--- src/rtl/uc_seq.sv ---
// Control unit and run sequencer for the single-cycle datapath: opcode decode,
// start/halt/trap/single-step run control and a saturating retired-instruction counter.
module uc_seq #(
  parameter int CNT_W = 16
) (
  input  logic             clk,
  input  logic             reset,
  input  logic [5:0]       opcode,
  input  logic             z,
  input  logic             start,
  input  logic             step_mode,
  input  logic             step,
  output logic             s_inc,
  output logic             s_inm,
  output logic             we3,
  output logic             wez,
  output logic [2:0]       op_alu,
  output logic             pc_en,
  output logic             running,
  output logic             halted,
  output logic             trap,
  output logic [CNT_W-1:0] instr_count
);

  typedef enum logic [2:0] {
    IDLE   = 3'd0,
    RUN    = 3'd1,
    PAUSE  = 3'd2,
    EXEC1  = 3'd3,
    HALTED = 3'd4,
    TRAP   = 3'd5
  } state_t;

  state_t state, state_next;

  logic is_alu, is_li, is_j, is_jz, is_jnz, is_halt, is_illegal;
  logic exec;

  assign is_alu     = opcode[5];
  assign is_li      = (opcode[5:2] == 4'b0000);
  assign is_j       = (opcode == 6'b000100);
  assign is_jz      = (opcode == 6'b000101);
  assign is_jnz     = (opcode == 6'b000110);
  assign is_halt    = (opcode == 6'b000111);
  assign is_illegal = (opcode[5:3] == 3'b001) || (opcode[5:4] == 2'b01);

  // Reset gates execution combinationally so a pending write is suppressed on the reset edge.
  assign exec = ((state == RUN) || (state == EXEC1)) && !reset;

  always_ff @(posedge clk) begin
    if (reset) begin
      state       <= IDLE;
      instr_count <= '0;
    end else begin
      state <= state_next;
      if (pc_en && (instr_count != {CNT_W{1'b1}}))
        instr_count <= instr_count + 1'b1;
    end
  end

  always_comb begin
    pc_en  = 1'b0;
    we3    = 1'b0;
    wez    = 1'b0;
    s_inc  = 1'b1;
    s_inm  = 1'b0;
    op_alu = 3'b000;
    if (exec) begin
      if (is_alu) begin
        op_alu = opcode[4:2];
        we3    = 1'b1;
        wez    = 1'b1;
        pc_en  = 1'b1;
      end else if (is_li) begin
        s_inm = 1'b1;
        we3   = 1'b1;
        pc_en = 1'b1;
      end else if (is_j) begin
        s_inc = 1'b0;
        pc_en = 1'b1;
      end else if (is_jz) begin
        s_inc = ~z;
        pc_en = 1'b1;
      end else if (is_jnz) begin
        s_inc = z;
        pc_en = 1'b1;
      end
    end
  end

  always_comb begin
    state_next = state;
    case (state)
      IDLE:
        if (start) state_next = step_mode ? PAUSE : RUN;
      RUN:
        if (is_halt)         state_next = HALTED;
        else if (is_illegal) state_next = TRAP;
        else if (step_mode)  state_next = PAUSE;
      PAUSE:
        if (!step_mode) state_next = RUN;
        else if (step)  state_next = EXEC1;
      EXEC1:
        if (is_halt)         state_next = HALTED;
        else if (is_illegal) state_next = TRAP;
        else                 state_next = PAUSE;
      HALTED:  state_next = HALTED;
      TRAP:    state_next = TRAP;
      default: state_next = IDLE;
    endcase
  end

  assign running = (state == RUN) || (state == EXEC1);
  assign halted  = (state == HALTED);
  assign trap    = (state == TRAP);

endmodule

--- config.mk ---
export PLATFORM = sky130hd
export DESIGN_NAME = uc_seq
export DESIGN_NICKNAME = d
export VERILOG_FILES = /design/src/rtl/uc_seq.sv
export SDC_FILE = /design/constraint.sdc
export NUM_CORES = 1
export LEC_CHECK = 0
export CORE_MARGIN = 2
export CORE_UTILIZATION = 25
export CTS_BUF_LIST = sky130_fd_sc_hd__clkbuf_16
export CTS_CLUSTER_DIAMETER = 150
export DETAILED_ROUTE_END_ITERATION = 7
export GPL_ROUTABILITY_DRIVEN = 0
export GPL_TIMING_DRIVEN = 1
export SYNTH_ARGS = -nofsm -noshare
export SYNTH_HDL_FRONTEND = slang
export SYNTH_SLANG_ARGS = --single-unit
--- constraint.sdc ---
create_clock -name clk -period 2.3 [get_ports clk]
set_input_delay 0.46 -clock clk [delete_from_list [all_inputs] [get_ports clk]]
set_output_delay 0.46 -clock clk [all_outputs]
set_load 0.02 [all_outputs]
==> impl_metrics.env <==
export IMPL_status="completed"
export IMPL_holdWs_ns=0.533
export IMPL_rows=24
export IMPL_worstSkewPairLatency_ns=0.26
export IMPL_max_stage_delay_ns=0.43
export IMPL_fin_setup_tns_ns=0
export IMPL_synth_edf_count=0
export IMPL_clkSinkCount=19
export IMPL_io_pins=39
export IMPL_path_class="input port to output pin"
export IMPL_crit_slowest_cell="clkdlybuf4s50_1"
export IMPL_drive_gt1_share_pct=18.9
export IMPL_seq_area_frac_synth_pct=32.8
export IMPL_yosysTopAreaCell="dfxtp_1"
export IMPL_numPortBuffers=38
export IMPL_min_path_type="register to register"
export IMPL_core_area_um2=4410
export IMPL_cp_cell_sequence="clkdlybuf4s50_1 -> buf_4 -> nor3_2 -> buf_4 -> nand4_1 -> dlygate4sd2_1"
export IMPL_rsz0062_at_grt="false"
export IMPL_fin_crit_sh_pct=95.7
export IMPL_final_cell_mix="clkdlybuf4s50_1 (30), dfxtp_1 (19), buf_4 (13)"
export IMPL_setup_worst_path_start="opcode[4]"
export IMPL_synth_area_leaders="dfxtp_1 (33%), a21oi_1 (4.7%), nand3_1 (3.9%)"
export IMPL_ctsHtreeMaxLevel=1
export IMPL_powerDensity_nw_per_um2=471
export IMPL_clk_pin_slew_ns=0.05
export IMPL_layout_min_cycle_time_ns=2.20
export IMPL_grt_pass1_vias=1177
export IMPL_synth_area_um2=1160
export IMPL_setup_viol=0
export IMPL_fin_skew_ns=0.00145
export IMPL_crit_path_max_fanout=4
export IMPL_drc_errors=0
export IMPL_diodes=0
export IMPL_arrival_ns=1.74
export IMPL_mostFrequentLayoutCell="clkdlybuf4s50_1"
export IMPL_yosys_register_bits=19
export IMPL_slew_violations=0
export IMPL_r2r_start="instr_count[0]"
export IMPL_min_path_cells=2
export IMPL_die_h_um=72.2
export IMPL_die_area_um2=5210
export IMPL_holdBufCountCts=0
export IMPL_grt_pass1_wl_um=5400
export IMPL_avgSynthCellArea_um2=8.29
export IMPL_ir_drop_mv=0.254
export IMPL_place_detailed_hpwl_um=2460
export IMPL_critPathCapture="s_inc"
export IMPL_maxCapViolCount=0
export IMPL_ys_warn_count=0
export IMPL_groute_usage_overall_pct=13.2
export IMPL_worst_slew_pin_slew_ns=0.535
export IMPL_wl_per_cell_um=13.4
export IMPL_synth_top_cell_area_share_pct=32.8
export IMPL_critPathMostFrequentCell="buf_4"
export IMPL_drt_iter0_markers=62
export IMPL_crit_buf_inv=4
export IMPL_async_flop_share_pct=0
export IMPL_ctsRootBufferMaster="clkbuf_16"
export IMPL_path_delay_family="buffers and inverters"
export IMPL_rrSetupSlack_ns=0.41
export IMPL_static_leakage_power_uw=0.000623
export IMPL_fin_total_pwr_uw=820
export IMPL_numCtsBuffers=3
export IMPL_start_util_pct=26.3
export IMPL_slew_headroom_pct=64.1
export IMPL_fmax_mhz=454
export IMPL_yosys_cell_types_count=42
export IMPL_fp_dieW_um=72.2
export IMPL_r2r_cells=5
export IMPL_crit_cells=6
export IMPL_firstDrtPassIters=4
export IMPL_r2r_end="instr_count[15]"
export IMPL_synthFlopType="dfxtp_1"
export IMPL_drt_wl_total_um=3240
export IMPL_clk_path_buf_depth=2
export IMPL_synthCells=140
export IMPL_syn_nets=153
export IMPL_vias=1265
export IMPL_grt_overflow=0
export IMPL_antenna_found_initial=0
export IMPL_crit_path_end_kind="output pin"
export IMPL_hold_viol=0
export IMPL_ant_nets=0
export IMPL_fin_nets=204
export IMPL_vias_per_cell=5.23
export IMPL_area_delta_synth_final_pct=50.0
export IMPL_critPathRequiredTime_ns=1.84
export IMPL_startpoint_type="input port"
export IMPL_cts_tree="built"
export IMPL_grt_max_degree=21
## per-stage QoR
stage	std cells	instance area [µm²]	setup WS, ns	utilization, %
2_1_floorplan	140	1160	0.443	-
3_3_place_gp	238	1680	-0.250	38.1
3_5_place_dp	238	1680	-0.237	38.1
4_1_cts	242	1750	0.0175	39.7
5_1_grt	242	1740	0.0136	39.5
6_report	242	1740	0.0995	39.5
## flip-flops by register name, summed over array words and instances (netlist names)
signal	count
state	3
instr_count	16
## cell type report
type,instances,area (µm²)
flip-flops and latches,19,380
well taps,52,65.1
multi-input cells,109,722
inverters,6,22.5
clock buffers,3,75.1
clock inverters,1,5.00
repair buffers,52,472
fillers,465,2670
## Yosys cell counts, drive strengths merged, types with 5 or more instances
library cell	number
a21oi	11
o31ai	5
nand4	5
nand3	9
dfxtp	19
nor3	8
inv	6
nor2	12
nand2	5
or4	5
o21ai	5
and3	5
## timing repair
item,in CTS,in global routing
buffers inserted,0,0
gates resized for setup,8,13
cloned,0,0
setup endpoints to repair,8,8
## worst min-delay path by stage
stage	from	end	slack [ns]
after floorplan	state[0]	state[1]	0.48
after global placement	instr_count[1]	instr_count[1]	0.52
after detailed placement	instr_count[11]	instr_count[11]	0.53
after CTS	instr_count[11]	instr_count[11]	0.54
after global routing	instr_count[5]	instr_count[5]	0.58
final	instr_count[1]	instr_count[1]	0.53
## worst min-delay path, stage by stage (launching register included)
cell and delay [ns]:
dfxtp_1 0.34, o21ai_0 0.08, a21oi_1 0.06
## where the power goes
group / switching, µW / internal (µW) / leakage [µW]
Clock: 134 / 234 / 0.0000409
Combinational: 54.5 / 58.1 / 0.000429
Sequential: 5.48 / 335 / 0.000153
## layer usage
layer	routed length, µm	share of wire, %	track usage, %	up-vias
met4	63	1.9	5.66	0
met3	194	6.0	2.92	5
met2	1440	45	20.4	32
met5	0	0	0	-
met1	1540	48	17.8	579
li1	-	-	-	649
## cell families (layout without fill, tap and decap cells)
family	Yosys count	count (layout)	synth area share, %
adder cells (fa/ha/maj)	1	1	1.08
multiplexers	4	4	3.77
buffers and inverters	12	62	5.50
flip-flops	19	19	32.8
AND/OR/NAND/NOR	66	66	32.8
AO/OA/AOI/OAI	38	38	24.1
(Power assumes the default switching activity.)
